--- config.mk ---
export PLATFORM = sky130hd
export DESIGN_NAME = prog_loader
export DESIGN_NICKNAME = d
export VERILOG_FILES = /design/src/rtl/prog_loader.sv
export SDC_FILE = /design/constraint.sdc
export NUM_CORES = 1
export LEC_CHECK = 0
export BUFFER_PORTS_ARGS = -buffer_cell sky130_fd_sc_hd__clkbuf_2
export CORE_MARGIN = 5
export CORE_UTILIZATION = 48
export DETAILED_ROUTE_END_ITERATION = 10
export GPL_TIMING_DRIVEN = 0
export PLACE_DENSITY = 0.8
export RECOVER_POWER = 50
export SLEW_MARGIN = 20
export SYNTH_ARGS = -nofsm -noshare
export SYNTH_HDL_FRONTEND = slang
export SYNTH_SLANG_ARGS = --single-unit
--- constraint.sdc ---
create_clock -name clk -period 1.9 [get_ports clk]
set_clock_uncertainty 0.05 [all_clocks]
set_input_delay 0.095 -clock clk [delete_from_list [all_inputs] [get_ports clk]]
set_output_delay 0.095 -clock clk [all_outputs]
set_load 0.01 [all_outputs]
--- src/rtl/prog_loader.sv ---
// Boot-path loader: takes an address word followed by program words, writes them
// to datapath memory, then loads PC and releases the CPU. Optional stream
// checksum word enabled by PROG_LOADER_CHECKSUM_EN.
module prog_loader #(
  parameter logic [15:0] BOOT_PC = 16'h0000,
  parameter int unsigned CNT_W   = 17
) (
  input  logic             clk,
  input  logic             rst,
  input  logic             start,
  input  logic             in_valid,
  output logic             in_ready,
  input  logic [15:0]      in_data,
  input  logic             in_last,
  output logic             mem_we,
  output logic [15:0]      mem_addr,
  output logic [15:0]      mem_data,
  output logic             pc_load,
  output logic [15:0]      pc_data,
  output logic             cpu_run,
  output logic             busy,
  output logic [CNT_W-1:0] word_count,
  output logic             err
);

  typedef enum logic [2:0] {
    S_IDLE,
    S_ADDR,
    S_LOAD,
    S_CSUM,
    S_DONE,
    S_ERR
  } state_t;

  state_t      state, state_nxt;
  logic [15:0] ptr;
  logic        xfer;
  logic        restart;
`ifdef PROG_LOADER_CHECKSUM_EN
  logic [15:0] csum;
`endif

  assign busy     = (state == S_ADDR) || (state == S_LOAD) || (state == S_CSUM);
  assign in_ready = busy;
  assign cpu_run  = (state == S_DONE);
  assign pc_data  = BOOT_PC;
  assign xfer     = in_valid && in_ready;
  assign restart  = start && !busy;

  always_ff @(posedge clk or posedge rst) begin
    if (rst) state <= S_IDLE;
    else     state <= state_nxt;
  end

  always_comb begin
    state_nxt = state;
    case (state)
      S_IDLE, S_DONE, S_ERR: if (start) state_nxt = S_ADDR;
      S_ADDR: if (xfer) state_nxt = in_last ? S_DONE : S_LOAD;
      S_LOAD: begin
        if (xfer && in_last) begin
`ifdef PROG_LOADER_CHECKSUM_EN
          state_nxt = S_CSUM;
`else
          state_nxt = S_DONE;
`endif
        end
      end
`ifdef PROG_LOADER_CHECKSUM_EN
      S_CSUM: if (xfer) state_nxt = (in_data == csum) ? S_DONE : S_ERR;
`endif
      default: state_nxt = S_IDLE;
    endcase
  end

  // Write port is registered: a word accepted at edge N appears on the memory
  // bus during the following cycle, so full-rate streams give one write per cycle.
  always_ff @(posedge clk or posedge rst) begin
    if (rst) begin
      ptr        <= '0;
      mem_we     <= 1'b0;
      mem_addr   <= '0;
      mem_data   <= '0;
      pc_load    <= 1'b0;
      word_count <= '0;
      err        <= 1'b0;
`ifdef PROG_LOADER_CHECKSUM_EN
      csum       <= '0;
`endif
    end else begin
      mem_we  <= 1'b0;
      pc_load <= (state_nxt == S_DONE) && (state != S_DONE);
      if (restart) begin
        word_count <= '0;
        err        <= 1'b0;
`ifdef PROG_LOADER_CHECKSUM_EN
        csum       <= '0;
`endif
      end
      if (xfer) begin
        case (state)
          S_ADDR: ptr <= in_data;
          S_LOAD: begin
            mem_we     <= 1'b1;
            mem_addr   <= ptr;
            mem_data   <= in_data;
            ptr        <= ptr + 16'd1;
            word_count <= word_count + CNT_W'(1);
            if (ptr == '1) err <= 1'b1;
`ifdef PROG_LOADER_CHECKSUM_EN
            csum       <= csum + in_data;
`endif
          end
`ifdef PROG_LOADER_CHECKSUM_EN
          S_CSUM: if (in_data != csum) err <= 1'b1;
`endif
          default: ;
        endcase
      end
    end
  end

endmodule

==> run summary, run 1 <==
The signal on the critical path passes through ha_2, and4_2, nand3_4, or4b_1, nand3_1. In this run the worst hold path is classified as in2async. The time the worst path needs with I/O delays and setup is between 1.5 and 2 ns. The starting density of the core is 0.486.

The simple logic cell fraction of the synthesized area came out at 0.262. In this run the critical register-to-register path is captured at ptr[14]. The run finished with clean final reports. The number of antenna-violating nets in the routed design is 0. After detailed routing, the total wire length is approximately 9.1 mm. The most frequently used flop master after synthesis is sky130_fd_sc_hd__dfrtp_1. The slew at the pin closest to its max-slew limit is 0.688 ns.

Data on the critical path is required at its endpoint by about 2.2 ns. The synthesized area per cell came out at a little over 9 um^2. For this run, the number of Yosys warnings is 0. The clock insertion delay at the later pin of the skew report is around 0.36 ns. The post-detailed-route DRC marker count came out at 0. The first global-routing pass estimated between 10 and 15 mm of wire.

The final layout contains ~530 nets. Synthesis handed over a netlist of 379 instances. The distinct cell type count after synthesis came out at 55. The setup slack after layout is 0.0218 ns. The fraction of the mapped netlist area in compound gates came out at 0.0952.

The number of antenna diodes is 0. The worst flop-to-flop path startpoint is ptr[1]. Setup repair after global routing could not meet its margin everywhere.

The worst reg-to-reg setup slack is 0.02 ns. The die height is 95.2 um. The via count is approximately 3,200. The max-slew violation total from the final report is 0. The final design area excluding fillers is between 0.004 and 0.005 mm^2. Once placement finished, the instance area stood at 0.00408 mm^2.

TritonCTS built the clock tree. In this run the worst setup path begins at ptr[1]. The die boundary width is around 95 um. The maximum vdd ir drop is approximately 0.74 mV. The top-area cell type share of the netlist area is 0.510.

Summed over all instances, the cell type with the most area after synthesis is sky130_fd_sc_hd__dfrtp_1. The number of antenna violations at the first check in global routing came to 0. The number of enable flip-flop cells after synthesis is 0. During I/O placement, the number of pins put on the boundary was around 90. The post-synthesis mux area share came out at 0.0320. Summing every instance area after synthesis gives ~0.0035 mm^2. The final weighted congestion in routability-driven placement came out at approximately 0.87. The power density relative to cell area is between 1000 and 1500 mW/mm^2. The clock root buffer master is sky130_fd_sc_hd__clkbuf_8. The leakage power figure is about 2.2 nW. The post-synthesis async set-or-reset flop share is 1.00. The tool flagged a number of max-cap violations equal to 0. The final-layout setup total negative slack came out at 0 ns.

The placement row count came out at 31. The length in cells of the worst reg-to-reg path is 5. The ratio of cells with drive above 1 in the final layout came out at 0.212. Ranked by total cell area, the synthesized netlist is headed by sky130_fd_sc_hd__dfrtp_1, sky130_fd_sc_hd__nand2_1, sky130_fd_sc_hd__buf_4, sky130_fd_sc_hd__mux2i_1, sky130_fd_sc_hd__nand3_1. Port buffering added 75 buffers. The detailed-routing iteration count for the pre-antenna-repair pass came out at 6. The floorplan step defined a die boundary enclosing roughly 0.0091 mm^2. After synthesis, the largest family of logic cells by area is simple AND/OR/NAND/NOR gates. At the placement stage, the worst setup path has a slack of -0.141 ns. The top cell types in the final layout, fill and taps aside, are sky130_fd_sc_hd__nand2_1, sky130_fd_sc_hd__dfrtp_1, sky130_fd_sc_hd__clkbuf_2. The clock sink total came out at a little over 70.

Detailed placement ended at an HPWL of 6.46 mm. The via density per instance is between 5 and 6. The hold violation total from the final report came out at 0. The relative area change from synthesis to final layout came out at 27.8%. In this run the worst setup path terminates at ptr[14]. The critical path class is reg2reg. The synthesized-area fraction occupied by xor and xnor cells came out at 0.0101.

The clock transition at the registers of the reported paths is 0.07 ns. The sequential area share after synthesis is 0.510. The routed wire length per instance is 15.1 um.

Of the total synthesized cell area, the portion taken by full adders, half adders and majority gates is 0.00718. The total CTS buffers came out at 9. The normalized max-slew margin came out at 0.541. Across every metal layer, demand over resource in global routing totals 0.209. The core region area came out at roughly 0.007 mm^2.

The top fanout value on the critical path is 8. In this design, the stage delay of the slowest critical-path cell is ~0.55 ns. STA classifies the critical path endpoint as a flip-flop. The final core area utilization came out at 0.621. Timing would allow up to ~0.53 GHz. After synthesis the netlist holds a flip-flop and latch count of 71.

The total grt overflow is 0. The kind of start point of the critical path is a flip-flop. The maximum number of pins on one net before global-route repair is 35.

The buffer levels on the longest clock path is 2. The via count of the first global-routing pass came to roughly 3,100. The library cell used most frequently in the layout, excluding fill and tap cells, is sky130_fd_sc_hd__nand2_1. Setup violations remaining at the end of the flow were counted as 0.

The iteration-0 DRC count of the detailed router is approximately 280. At the worst endpoint, the arrival time is 2.13 ns. The library cell contributing the largest single delay on the critical path is sky130_fd_sc_hd__or4b_1. In this run the number of H-tree levels came out at 3.

The final cycle utilization of the critical path came out at 0.989.
[sequential cells by signal (all words and copies together), names as in the netlist]
name,count
word_count,17
mem_data,16
state,3
mem_addr,16
mem_we,1
pc_load,1
ptr,16
err,1
[report_power, final]
part	switching (mW)	total (mW)	leakage (nW)	internal (mW)
logic	1.24	2.05	1.21	0.809
clock network	0.548	1.03	0.0809	0.484
registers	0.433	2.45	0.912	2.02
total	2.22	5.53	2.21	3.31
[how the worst min path moves through the flow]
stage | start | to | slack (ns) | cells past startpoint
CTS | rst | word_count[10] | 0.19 | 3
detailed placement | rst | word_count[10] | 0.01 | 2
floorplan | start | state[2] | 0.14 | 1
global route | rst | word_count[12] | 0.27 | 3
global placement | in_data[2] | mem_data[2] | 0.26 | 3
finish | rst | word_count[7] | 0.23 | 3
[Yosys cell counts (all sizes together), types with 2 or more instances]
cell type / number
o311ai: 2
o211ai: 6
o41ai: 2
or4: 5
a21oi: 7
o21ai: 14
a22oi: 5
nand3: 19
nor3b: 2
and4: 4
and2: 2
buf: 28
nor3: 7
nor4b: 2
a2bb2oi: 2
clkbuf: 10
o21bai: 2
a221o: 2
nor2: 10
ha: 2
inv: 10
a31oi: 2
xor2: 2
xnor2: 2
nor4: 6
nand4: 7
mux2i: 10
nand2: 121
dfrtp: 71
[layout make-up]
| class | count | area (um^2) |
|---|---|---|
| buffer | 37 | 258 |
| clock buffer | 11 | 141 |
| clock inverter | 2 | 10.0 |
| fill | 653 | 2720 |
| inverter | 10 | 38.8 |
| multi-input combinational | 275 | 1540 |
| sequential | 71 | 1780 |
| tap | 99 | 124 |
| timing repair buffer | 99 | 566 |
[worst max-delay path: cells and delay by family (launching register included)]
| kind | cells | cell delay (ns) |
|---|---|---|
| and+or+nand+nor | 4 | 1.08 |
| adders and majority gates | 1 | 0.26 |
| DFF | 1 | 0.44 |
[repair_timing]
action | in CTS | in global routing
setup buffers | 0 | 1
hold buffers | 21 | 0
pin swaps | 0 | 1
endpoints found under the setup margin | 24 | 49
endpoints found under the hold margin | 64 | 0
resized for setup | 8 | 15
[layer usage]
layer | track usage | part of all wire
met1 | 0.254 | 0.41
met4 | 0.0793 | 0.014
met5 | 0 | 0
met3 | 0.0545 | 0.067
met2 | 0.357 | 0.51
[through the flow]
stage	total power, mW	cells	hold WS, ns
floorplan	3.70	394	0.142
global placement	4.38	568	0.262
detailed placement	4.48	570	0.00981
CTS	5.57	604	0.190
global route	5.89	604	0.271
finish	5.53	604	0.233
[kinds of logic (layout without fill, tap and decap cells)]
logic type	after synthesis	count (layout)
AO/OA/AOI/OAI	49	49
XOR/XNOR	4	4
adder cells (fa/ha/maj)	2	2
buffers and inverters	48	159
flip-flops	71	71
multiplexers	11	11
other	1	16
AND/OR/NAND/NOR	193	193
Power figures use the tool's default switching activity.
==> run 2, diff against run 1 <==
- CORE_UTILIZATION: 48 -> 53
- PLACE_DENSITY: 0.8 -> 0.83
- clock period: 1.9 -> 1.8 ns (I/O delays scaled with it)
==> run 2 against run 1 <==
Effect of this change: the flow now finishes with violations (setup timing); total power increased by 15%; non-clock buffer count increased by 7; wire length increased by 6.7%; sequential power increased by 6%; design area increased by 3.5%; via count increased by 3.0%; clock power increased by 32%.
==> run summary, run 2 (synthesized netlist as in run 1, its figures left out) <==
Of all nets on the critical path, the largest fanout is 9. More flip-flops sit in one register than any other, and that register is word_count. The most common cell after layout, fill and taps aside is sky130_fd_sc_hd__nand2_1. The max-slew violation total from the final report was 0. The checks that failed: setup timing. STA classifies the critical path endpoint as a flip-flop. The core region area is 0.00639 mm^2.

For this run, global-route usage on met2 was measured as 0.401. The maximum vdd ir drop is a little under 1 mV. The worst pin sits at a relative slew slack of 0.282.

The final net count is approximately 530. The die boundary width came out at ~91 um. Row generation in the floorplan step produced 29 rows. The flow ran to the end, but the final reports show violations. In the layout the commonest cells are sky130_fd_sc_hd__nand2_1, sky130_fd_sc_hd__dfrtp_1, sky130_fd_sc_hd__clkbuf_2. The number of levels in the clock H-tree is 3. The maximum number of pins on one net before global-route repair came out at 28. For the pin with the worst max-slew slack, the measured transition is approximately 1.1 ns. The worst register-to-register path has a setup slack of -0.001 ns. The buffer levels on the longest clock path came out at 2. The slowest stage of the critical path belongs to the cell sky130_fd_sc_hd__or3b_2.

The HPWL reported at the end of detailed placement came out at roughly 6.6 mm. The detailed-routing iteration count for the pre-antenna-repair pass is 4. The via count is around 3,300. The leakage power figure came out at 2.32 nW. The die height came out at around 91 um.

The number of antenna diodes is 0. The cell sitting at the root of the clock tree is a sky130_fd_sc_hd__clkbuf_8. TritonCTS built the clock tree.

The total CTS buffers is 9. The clock sink total is around 70. Tracing the worst setup path back leads to its startpoint at state[0]. The time the worst path needs with I/O delays and setup came out at around 1.8 ns. The final cycle utilization of the critical path came out at 1.00. The power density relative to cell area came out at approximately 1400 mW/mm^2.

After global routing, the most crowded layer is met2. The starting density of the core came out at 0.546. The number of top-level design ports is 92. The wire length of the first global-routing pass came out at ~16 mm. The worst register-to-register path begins at state[0].

The number of antenna-violating nets in the routed design came out at 0. The total overflow left after global routing is 0. The critical path class is reg2reg. The via count of the first global-routing pass came to 3,263. From synthesis to final layout, the design area changed by 32.3%. The kind of start point of the critical path is a flip-flop. The number of maximum-capacitance constraint violations came out at 0. The worst endpoint required time is just over 2 ns. Setup repair after global routing could not meet its margin everywhere. The final count of negative-setup-slack endpoints came out at 1. Across all setup checks in the final design, the least slack found is -0.00102 ns. The reg-to-reg critical path endpoint is ptr[5]. The via density per instance came out at about 5.5. The clock insertion delay at the later pin of the skew report is about 0.35 ns.

The detailed-route wire length is 9.71 mm. The arrival time at the worst endpoint came out at about 2.0 ns. The final-layout setup total negative slack came out at -0.00102 ns. The met1 routing resource usage after global routing is 0.301. The post-detailed-route DRC marker count is 0. The ratio of cells with drive above 1 in the final layout is 0.268.

The all-layer global routing usage is 0.240. Static timing analysis puts the maximum clock frequency at 0.555 GHz. The met3 routing resource usage after global routing is 0.0661. Dividing the detail-routed wire length by the instance count gives about 16 um. The first routing iteration left 299 violations.

The total of buffers placed on input and output ports is 75. The signal on the critical path passes through buf_4, or3b_2, clkbuf_8, nor4_2, a21oi_1, o2bb2ai_2. In this design, the stage delay of the slowest critical-path cell is ~0.47 ns. In this run the worst hold path is classified as in2async. The length in cells of the worst reg-to-reg path came out at 6.

The final core area utilization is 0.722. The number of antenna violations at the first check in global routing is 0. The area of the die came out at 0.00830 mm^2. The number of flip-flops in the largest register came out at 17. The hold violation total from the final report came out at 0. At the end of routability-driven placement, the weighted congestion stood at about 0.87. Clock-pin slew was measured on the worst setup and hold paths at roughly 0.07 ns.
run 2: changes by cell type in the layout (fill, tap and decap cells not counted), moves of 4 or more:
cell,previous run,this run
sky130_fd_sc_hd__dfrtp_2,1,5
sky130_fd_sc_hd__buf_2,5,1
sky130_fd_sc_hd__clkbuf_1,39,28
sky130_fd_sc_hd__dfrtp_1,70,66
sky130_fd_sc_hd__clkbuf_2,46,58
sky130_fd_sc_hd__buf_4,21,31
run 2: metal layers:
| layer | part of all wire | wire, um |
|---|---|---|
| met1 | 0.39 | 3800 |
| met2 | 0.52 | 5010 |
| met3 | 0.070 | 682 |
| met4 | 0.022 | 216 |
| met5 | 0 | 0 |
run 2: area by class of cell:
class                      instances  area (um^2)
buffer                            38          283
inverter                          10         42.5
clock inverter                     4         70.1
tap                               77         96.3
timing repair buffer             105          632
clock buffer                      12          135
multi-input combinational        275         1570
fill                             465         1780
sequential                        71         1780
run 2: report_power, final:
| group | switching (mW) | leakage (nW) | internal, mW |
|---|---|---|---|
| combinational | 1.40 | 1.30 | 1.02 |
| clock | 0.586 | 0.104 | 0.778 |
| sequential | 0.453 | 0.907 | 2.13 |
| total | 2.44 | 2.32 | 3.93 |
run 2: worst max path at each step:
stage          slack (ns)  cells past startpoint        endpoint
2_1_floorplan        0.05                      5         ptr[14]
3_3_place_gp        -0.22                      5         ptr[14]
3_5_place_dp        -0.26                      5          ptr[8]
4_1_cts             -0.02                      6  word_count[13]
5_1_grt             -0.08                      5         ptr[13]
6_report           -0.001                      6          ptr[5]
run 2: timing repair:
action / CTS / global route
endpoints found under the setup margin: 44 / 44
resized for setup: 18 / 27
hold endpoints to repair: 47 / 0
buffers inserted: 4 / 4
pin swaps: 2 / 4
cloned: 0 / 0
hold buffers: 20 / 0
run 2: through the flow:
| stage | area, um^2 | hold slack [ns] | power (mW) | setup slack [ns] | cells |
|---|---|---|---|---|---|
| 2_1_floorplan | 3540 | 0.137 | 3.90 | 0.0476 | 394 |
| 3_3_place_gp | 4020 | 0.260 | 4.61 | -0.222 | 546 |
| 3_5_place_dp | 4060 | 0.122 | 4.74 | -0.257 | 548 |
| 4_1_cts | 4570 | 0.320 | 6.24 | -0.0238 | 588 |
| 5_1_grt | 4610 | 0.448 | 6.81 | -0.0790 | 592 |
| 6_report | 4610 | 0.419 | 6.37 | -0.00102 | 592 |
run 2: worst max-delay path, delay by kind of cell (launching register included):
| family | cells | cell delay [ns] |
|---|---|---|
| AND/OR/NAND/NOR | 2 | 0.70 |
| flip-flops | 1 | 0.38 |
| buffers and inverters | 2 | 0.35 |
| AO/OA/AOI/OAI | 2 | 0.22 |
